<file path="src/rtl/zeroheti_obi_arbiter.sv">
// Round-robin arbiter funnelling several OBI requesters onto one shared
// subordinate port, with at most one transaction outstanding at any time.
module zeroheti_obi_arbiter #(
  parameter int unsigned NumReq    = 3,
  parameter int unsigned AddrWidth = 32,
  parameter int unsigned DataWidth = 32,
  localparam int unsigned IdxW     = $clog2(NumReq),
  localparam int unsigned BeW      = DataWidth / 8
) (
  input  logic                                clk_i,
  input  logic                                rst_ni,
  input  logic [NumReq-1:0]                   req_req_i,
  input  logic [NumReq-1:0][AddrWidth-1:0]    req_addr_i,
  input  logic [NumReq-1:0]                   req_we_i,
  input  logic [NumReq-1:0][BeW-1:0]          req_be_i,
  input  logic [NumReq-1:0][DataWidth-1:0]    req_wdata_i,
  output logic [NumReq-1:0]                   req_gnt_o,
  output logic [NumReq-1:0]                   req_rvalid_o,
  output logic [DataWidth-1:0]                req_rdata_o,
  output logic                                req_err_o,
  output logic                                sbr_req_o,
  output logic [AddrWidth-1:0]                sbr_addr_o,
  output logic                                sbr_we_o,
  output logic [BeW-1:0]                      sbr_be_o,
  output logic [DataWidth-1:0]                sbr_wdata_o,
  input  logic                                sbr_gnt_i,
  input  logic                                sbr_rvalid_i,
  input  logic [DataWidth-1:0]                sbr_rdata_i,
  input  logic                                sbr_err_i,
  output logic                                busy_o,
  output logic [IdxW-1:0]                     owner_o
);

  // IDLE: free to arbitrate; HOLD: address phase locked to owner, not yet
  // granted; BUSY: granted, waiting for the single outstanding response.
  typedef enum logic [1:0] {
    IDLE = 2'd0,
    HOLD = 2'd1,
    BUSY = 2'd2
  } state_e;

  state_e          state_q, state_d;
  logic [IdxW-1:0] ptr_q, ptr_d;
  logic [IdxW-1:0] owner_q, owner_d;

  logic            sel_valid;
  logic [IdxW-1:0] sel_idx;
  logic            fwd;
  logic [IdxW-1:0] fwd_idx;

  // Round-robin pick: first requester after ptr, wrapping modulo NumReq.
  // Scanning from the far end backwards lets the nearest candidate win.
  always_comb begin
    int cand;
    cand      = 0;
    sel_valid = 1'b0;
    sel_idx   = '0;
    for (int k = int'(NumReq); k >= 1; k--) begin
      cand = int'(ptr_q) + k;
      if (cand >= int'(NumReq)) cand = cand - int'(NumReq);
      if (req_req_i[IdxW'(cand)]) begin
        sel_valid = 1'b1;
        sel_idx   = IdxW'(cand);
      end
    end
  end

  // Next-state, ownership and pointer update; decides which requester (if
  // any) is forwarded to the subordinate this cycle.
  always_comb begin
    state_d      = state_q;
    owner_d      = owner_q;
    ptr_d        = ptr_q;
    fwd          = 1'b0;
    fwd_idx      = owner_q;
    req_rvalid_o = '0;
    unique case (state_q)
      IDLE: begin
        if (sel_valid) begin
          fwd     = 1'b1;
          fwd_idx = sel_idx;
          owner_d = sel_idx;
          state_d = sbr_gnt_i ? BUSY : HOLD;
        end
      end
      HOLD: begin
        // Keep the selection stable; other requesters cannot preempt it.
        if (req_req_i[owner_q]) begin
          fwd     = 1'b1;
          fwd_idx = owner_q;
          if (sbr_gnt_i) state_d = BUSY;
        end else begin
          state_d = IDLE;
        end
      end
      BUSY: begin
        if (sbr_rvalid_i) begin
          req_rvalid_o[owner_q] = 1'b1;
          state_d               = IDLE;
        end
      end
      default: state_d = IDLE;
    endcase
    // The pointer only advances on a completed address handshake.
    if (fwd && sbr_gnt_i) ptr_d = fwd_idx;
  end

  // Address-phase mux and grant routing towards the forwarded requester.
  always_comb begin
    req_gnt_o   = '0;
    sbr_req_o   = fwd;
    sbr_addr_o  = '0;
    sbr_we_o    = 1'b0;
    sbr_be_o    = '0;
    sbr_wdata_o = '0;
    if (fwd) begin
      sbr_addr_o         = req_addr_i[fwd_idx];
      sbr_we_o           = req_we_i[fwd_idx];
      sbr_be_o           = req_be_i[fwd_idx];
      sbr_wdata_o        = req_wdata_i[fwd_idx];
      req_gnt_o[fwd_idx] = sbr_gnt_i;
    end
  end

  // State registers; reset makes index 0 the first winner.
  always_ff @(posedge clk_i or negedge rst_ni) begin
    if (!rst_ni) begin
      state_q <= IDLE;
      ptr_q   <= IdxW'(NumReq - 1);
      owner_q <= '0;
    end else begin
      state_q <= state_d;
      ptr_q   <= ptr_d;
      owner_q <= owner_d;
    end
  end

  assign req_rdata_o = sbr_rdata_i;
  assign req_err_o   = sbr_err_i;
  assign busy_o      = (state_q != IDLE);
  assign owner_o     = owner_q;

endmodule

</file>
<file path="config.mk">
export PLATFORM = sky130hd
export DESIGN_NAME = zeroheti_obi_arbiter
export DESIGN_NICKNAME = d
export VERILOG_FILES = /design/src/rtl/zeroheti_obi_arbiter.sv
export SDC_FILE = /design/constraint.sdc
export NUM_CORES = 1
export LEC_CHECK = 0
export BUFFER_PORTS_ARGS = -buffer_cell sky130_fd_sc_hd__buf_2
export CORE_AREA = 2 2 141 143
export CTS_CLUSTER_SIZE = 24
export DETAILED_ROUTE_END_ITERATION = 7
export DIE_AREA = 0 0 143 145
export GPL_TIMING_DRIVEN = 0
export PLACE_DENSITY = 0.41
export SYNTH_ARGS = -nofsm -noshare
export SYNTH_HDL_FRONTEND = slang
export SYNTH_SLANG_ARGS = --single-unit
</file>
<file path="constraint.sdc">
create_clock -name clk_i -period 2.81 [get_ports clk_i]
set_clock_uncertainty 0.1 [all_clocks]
set_input_delay 0 -clock clk_i [delete_from_list [all_inputs] [get_ports clk_i]]
set_output_delay 0 -clock clk_i [all_outputs]
set_load 0.01 [all_outputs]
</file>
==> results of run 1 <==
## worst max-delay path, delay by kind of cell, from the launching register on
kind	cells	cell delay, ns
flip-flops	1	0.53
buffers and inverters	5	0.68
AND/OR/NAND/NOR	1	0.14
adder cells (fa/ha/maj)	1	0.21
multiplexers	2	0.56
AO/OA/AOI/OAI	3	0.56
## worst paths after layout
kind,depth (start not counted),end,from
min,2,state_q[1],rst_ni
min reg2reg,1,state_q[1],state_q[0]
min in group clk_i,2,req_rdata_o[6],sbr_rdata_i[6]
max in group asynchronous,2,ptr_q[1],rst_ni
max reg2reg,13,ptr_q[1],ptr_q[1]
max,12,sbr_be_o[1],ptr_q[1]
## final cells by class
cell class                 instances  area (um2)  share of cell area
buffer                            55         515               0.106
clock buffer                       4        78.8              0.0163
inverter                          11        51.3              0.0106
multi-input combinational        182        1830               0.377
sequential                         6         153              0.0315
tap                              265         332              0.0684
timing repair buffer             346        1890               0.390
## logic make-up (layout without fill, tap and decap cells)
family	after synthesis	in the layout	synth area share
AO/OA/AOI/OAI	85	85	0.316
multiplexers	75	75	0.325
buffers and inverters	67	416	0.230
AND/OR/NAND/NOR	19	19	0.0469
flip-flops	6	6	0.0652
adder cells (fa/ha/maj)	3	3	0.0162
## routing by layer
metal	part of all wire	vias to the layer above	track usage
li1	-	1665	-
met1	0.39	1479	0.131
met2	0.53	199	0.224
met3	0.066	9	0.00957
met4	0.0085	0	0.0218
met5	0	-	0
## stage by stage
stage	util	setup TNS [ns]	setup WS (ns)	std cells
after floorplan	-	0	0.154	255
after global placement	0.223	-19.84	-0.460	845
after detailed placement	0.223	-18.03	-0.439	845
after CTS	0.246	-17.38	-0.314	867
after global routing	0.252	-21.89	-0.360	869
final	0.252	-11.00	-0.221	869
## Yosys cell counts, types with 2 or more instances
cell type and count:
nor3_1 2, inv_1 9, nor2_1 5, dfrtp_1 5, nand2_1 4, inv_2 2, nor3b_1 2, buf_6 4
mux2i_1 74, buf_12 6, o21ai_0 3, buf_2 10, ha_1 3, a21oi_1 2, o2bb2ai_1 69, buf_4 35
nand3b_1 2
## state kept, by name, summed over array words and instances, names as in the netlist
signal,count
ptr_q,2
state_q,2
owner_o,2
## timing repair
item                       4_1_cts  5_1_grt
gates resized for setup         37       28
cloned                           4        1
pin swaps                        7        6
buffers inserted                12        3
setup endpoints to repair       73       74
hold endpoints to repair         8        0
hold buffers                     3        0
## power breakdown
part / switching, mW / internal (mW) / total, mW
registers: 0.0726 / 0.131 / 0.204
clock network: 0.0508 / 0.188 / 0.239
logic: 2.86 / 2.73 / 5.59
total: 2.98 / 3.05 / 6.03
## cell usage in the layout (no fill, tap or decap), types with 2 or more instances in the layout
cell type      count
inv_2              2
buf_4             45
buf_6             10
clkbuf_4           2
dfrtp_1            4
o21ai_0            2
mux2i_1           63
nand2_1            4
nand3b_1           2
mux2i_4            6
mux2i_2            6
clkbuf_16          4
o2bb2ai_1         65
nor3_4             2
inv_1              7
a21oi_1            2
buf_12            10
nor2_1             5
dlygate4sd3_1      3
buf_2            328
o2bb2ai_2          4
nor3b_1            2
ha_1               2
==> flow_summary.toml, run 1 <==
[critical_path]
critPathMaxFanout = 10
path_cells = "inv_2, ha_4, buf_6, nor3b_4, o32ai_2, o21a_4, mux2i_4, buf_12, buf_12, mux2i_4, o2bb2ai_1, buf_2"
r2r_setup_slack_ns = 0.04
slowest_stage = "dfstp_2"
critPathLaunchType = "register"
critical_path_class = "register to primary output"
cp_data_arrival_time_ns = 2.93
required_ns = 2.71
cp_slowest_stage_delay_ns = 0.53
end_kind = "primary output"

[floorplan]
coreArea_um2 = 19200
io-pin-count = 359
fp-row-count = 51
die_y_um = 145
dieArea_um2 = 20700
initial_core_util = 0.121
die_x_um = 143

[drt]
drt-initial-drc-count = 35
wirelength_um = 13000
num_vias = 3352
wire_per_inst_um = 15.0
ant_nets = 0
vias_per_cell = 3.86
first_pass_iters = 4
drc_errors = 0

[cts]
clock-root-buffer = "clkbuf_16"
cts_tree = "done"
cts.clk_slew.worst_paths_ns = 0.03
clockBufferDepth = 2
h-tree-depth = 1
cts_buffers = 3
clock-sinks = 6
clk_latency_ns = 0.23

[finish]
nFillCells = 2123
final_nets = 855
area_growth_pct = 109
drive_gt1_frac = 0.719
postLayoutCellArea_um2 = 4850
diodes = 0

[synth]
synth_area_leader_cell = "mux2i_1"
syn_inst = 255
synth.avg_cell_area_um2 = 9.10
async_flop_share = 1.00
ys_ff_latch = 6
ys_seq_area_frac = 0.0652
synth_top_area_share = 0.319
synth_edf_count = 0
ys_types = 35
syn-num-nets = 505
synthesis.area_um2 = 2320
synth.area.top_cells = "mux2i_1 (32%), o2bb2ai_1 (26%), buf_4 (11%)"
yosysWarnings = 0
ys.flop_type = "dfrtp_1"

[run_status]
violations = "setup timing"
status = "finished, violations left"

[placed_design]
dp_hpwl_um = 10700
place_area_um2 = 4280
io_buffers = 325
gp_congestion = 0.794

[global_routing]
first_global_vias = 3361
antenna_found_initial = 0
grtUsageTotal = 0.114
gr-total-overflow = 0
grt_pass1_wl_um = 18300
grt_max_degree = 11

[run]
max-cap-violations = 0

[timing]
setup_ws_ns = -0.221
hold_viol = 0
min_period_ns = 3.03
tightest_slew_ns = 0.410
period_share = 1.08
max_freq_mhz = 330
setup_viol = 72
whs_ns = 0.0272
rsz0062_at_grt = "yes"
relSlewSlack = 0.727
slew_viol_final = 0

[power_and_ir_drop]
leakage_nw = 2.76
vdd_drop_max_mv = 0.382
report.power.total_mw = 6.03
powerDensity_nw_per_um2 = 1240

[min_path]
min_path_type = "input port to asynchronous set/reset pin"
No activity file was read; power rests on OpenSTA's default activity.
==> inputs of run 2 (changes only) <==
==> constraint.sdc (replaced) <==
create_clock -name clk_i -period 3 [get_ports clk_i]
set_clock_uncertainty 0.1 [all_clocks]
set_input_delay 0 -clock clk_i [delete_from_list [all_inputs] [get_ports clk_i]]
set_output_delay 0 -clock clk_i [all_outputs]
set_load 0.01 [all_outputs]
==> run 2 against run 1 <==
  * The run still ends with setup timing left
  * Design area shrank 0.85%
  * Via count shrank 0.24%
  * Die area is the same
  * Register-to-register slack gained 0.09 ns
  * Non-clock buffer count is the same
  * First-iteration DRC count grew 11%
  * Clock power shrank 7%
  * Critical endpoint is now sbr_addr_o[6]
==> flow_summary.toml, run 2 (same netlist as run 1, synthesis figures left out) <==
[cts]
cts.clk_slew.worst_paths_ns = 0.03
clock-sinks = 6
clk_latency_ns = 0.23
clock-root-buffer = "clkbuf_16"
cts_tree = "done"
cts_buffers = 3
h-tree-depth = 1
clockBufferDepth = 2

[placed_design]
pre_cts_slack_ns = -0.249
gp_congestion = 0.794
dp_hpwl_um = 10700
place_area_um2 = 4280
io_buffers = 325

[drt]
wirelength_um = 13000
first_pass_iters = 4
drt-initial-drc-count = 39
ant_nets = 0
num_vias = 3344
wire_per_inst_um = 14.9
drc_errors = 0
vias_per_cell = 3.85

[timing]
tightest_slew_ns = 0.410
relSlewSlack = 0.727
setup_ws_ns = -0.0195
min_period_ns = 3.02
slew_viol_final = 0
period_share = 1.01
whs_ns = 0.0274
rsz0062_at_grt = "yes"
setup_viol = 7
hold_viol = 0
max_freq_mhz = 331

[power_and_ir_drop]
report.power.total_mw = 5.58
powerDensity_nw_per_um2 = 1160
leakage_nw = 2.77
vdd_drop_max_mv = 0.353

[critical_path]
critPathLaunchType = "register"
worstSetupStartpoint = "ptr_q[1]"
timing.rr.start = "ptr_q[1]"
required_ns = 2.90
slowest_stage = "dfstp_2"
critical_path_class = "register to primary output"
cp_slowest_stage_delay_ns = 0.53
path_cells = "inv_2, ha_4, buf_6, nor3b_4, o32ai_2, o21a_4, mux2i_4, buf_12, buf_12, mux2i_4, o2bb2ai_1, buf_2"
crit_family = "buffers and inverters"
end_kind = "primary output"
critPathBufInv = 5
critPathMaxFanout = 6
cp_data_arrival_time_ns = 2.92

[global_routing]
grt_pass1_wl_um = 18300
first_global_vias = 3370
antenna_found_initial = 0
gr-total-overflow = 0
grt_max_degree = 11
grtUsageTotal = 0.114

[floorplan]
die_x_um = 143
dieArea_um2 = 20700
die_y_um = 145
fp-row-count = 51
coreArea_um2 = 19200
io-pin-count = 359
initial_core_util = 0.121

[finish]
area_growth_pct = 107
final_nets = 855
final_common_cell = "buf_2"
postLayoutCellArea_um2 = 4810
nFillCells = 2130
layout_common_cells = "buf_2 (329), mux2i_1 (66), o2bb2ai_1 (66)"
drive_gt1_frac = 0.712
diodes = 0

[min_path]
min_path_type = "input port to asynchronous set/reset pin"

[run]
max-cap-violations = 0

[run_status]
violations = "setup timing"
status = "finished, violations left"
-- run 2: through the flow --
step	utilization	std cells	TNS, ns
2_1_floorplan	-	255	0
4_1_cts	0.245	866	-3.78
5_1_grt	0.250	869	-8.23
6_report	0.250	869	-0.0616
3_3_place_gp	0.223	845	-6.76
3_5_place_dp	0.223	845	-5.01
-- run 2: routing by layer --
layer | global-route usage | vias up | routed length (um)
met1 | 0.131 | 1474 | 5110
met2 | 0.224 | 199 | 6890
met3 | 0.00957 | 9 | 880
met4 | 0.0218 | 0 | 110
li1 | - | 1662 | -
met5 | 0 | - | 0
-- run 2: layout make-up --
class	instances	area (um2)	share of cell area
sequential	6	153	0.0317
inverter	11	43.8	0.00911
buffer	55	515	0.107
multi-input combinational	182	1810	0.376
timing repair buffer	346	1880	0.391
clock buffer	4	78.8	0.0164
tap	265	332	0.0690
-- run 2: path summary, 6_finish.rpt --
check / endpoint / slack [ns] / cells past startpoint
setup reg to reg: ptr_q[1] / 0.13 / 14
min in group clk_i: req_rdata_o[6] / 0.08 / 2
hold / removal: state_q[1] / 0.03 / 2
setup / recovery: sbr_addr_o[6] / -0.02 / 12
max in group asynchronous: ptr_q[1] / 2.55 / 2
hold reg to reg: state_q[1] / 0.49 / 1
-- run 2: worst reg2reg max path, stage by stage, from the launching register on --
cell and delay, ns:
dfstp_2 0.53, inv_2 0.05, ha_4 0.21, buf_6 0.13, nor3b_4 0.14, o32ai_2 0.27
o21a_4 0.22, mux2i_4 0.31, buf_6 0.21, buf_12 0.12, buf_6 0.08, inv_2 0.05
nor3_4 0.18, buf_4 0.13, a21o_1 0.07
-- run 2: what timing repair did --
item,in CTS,in global routing
pin swaps,6,5
buffers inserted,11,3
hold buffers,3,0
endpoints found under the hold margin,8,0
cloned,4,1
resized for setup,34,20
setup endpoints to repair,72,72
-- run 2: where the power goes --
part | switching [mW] | total (mW) | leakage, nW | internal [mW]
sequential | 0.0681 | 0.191 | 0.0721 | 0.123
combinational | 2.65 | 5.16 | 2.66 | 2.51
clock | 0.0469 | 0.223 | 0.0382 | 0.176
total | 2.77 | 5.58 | 2.77 | 2.81
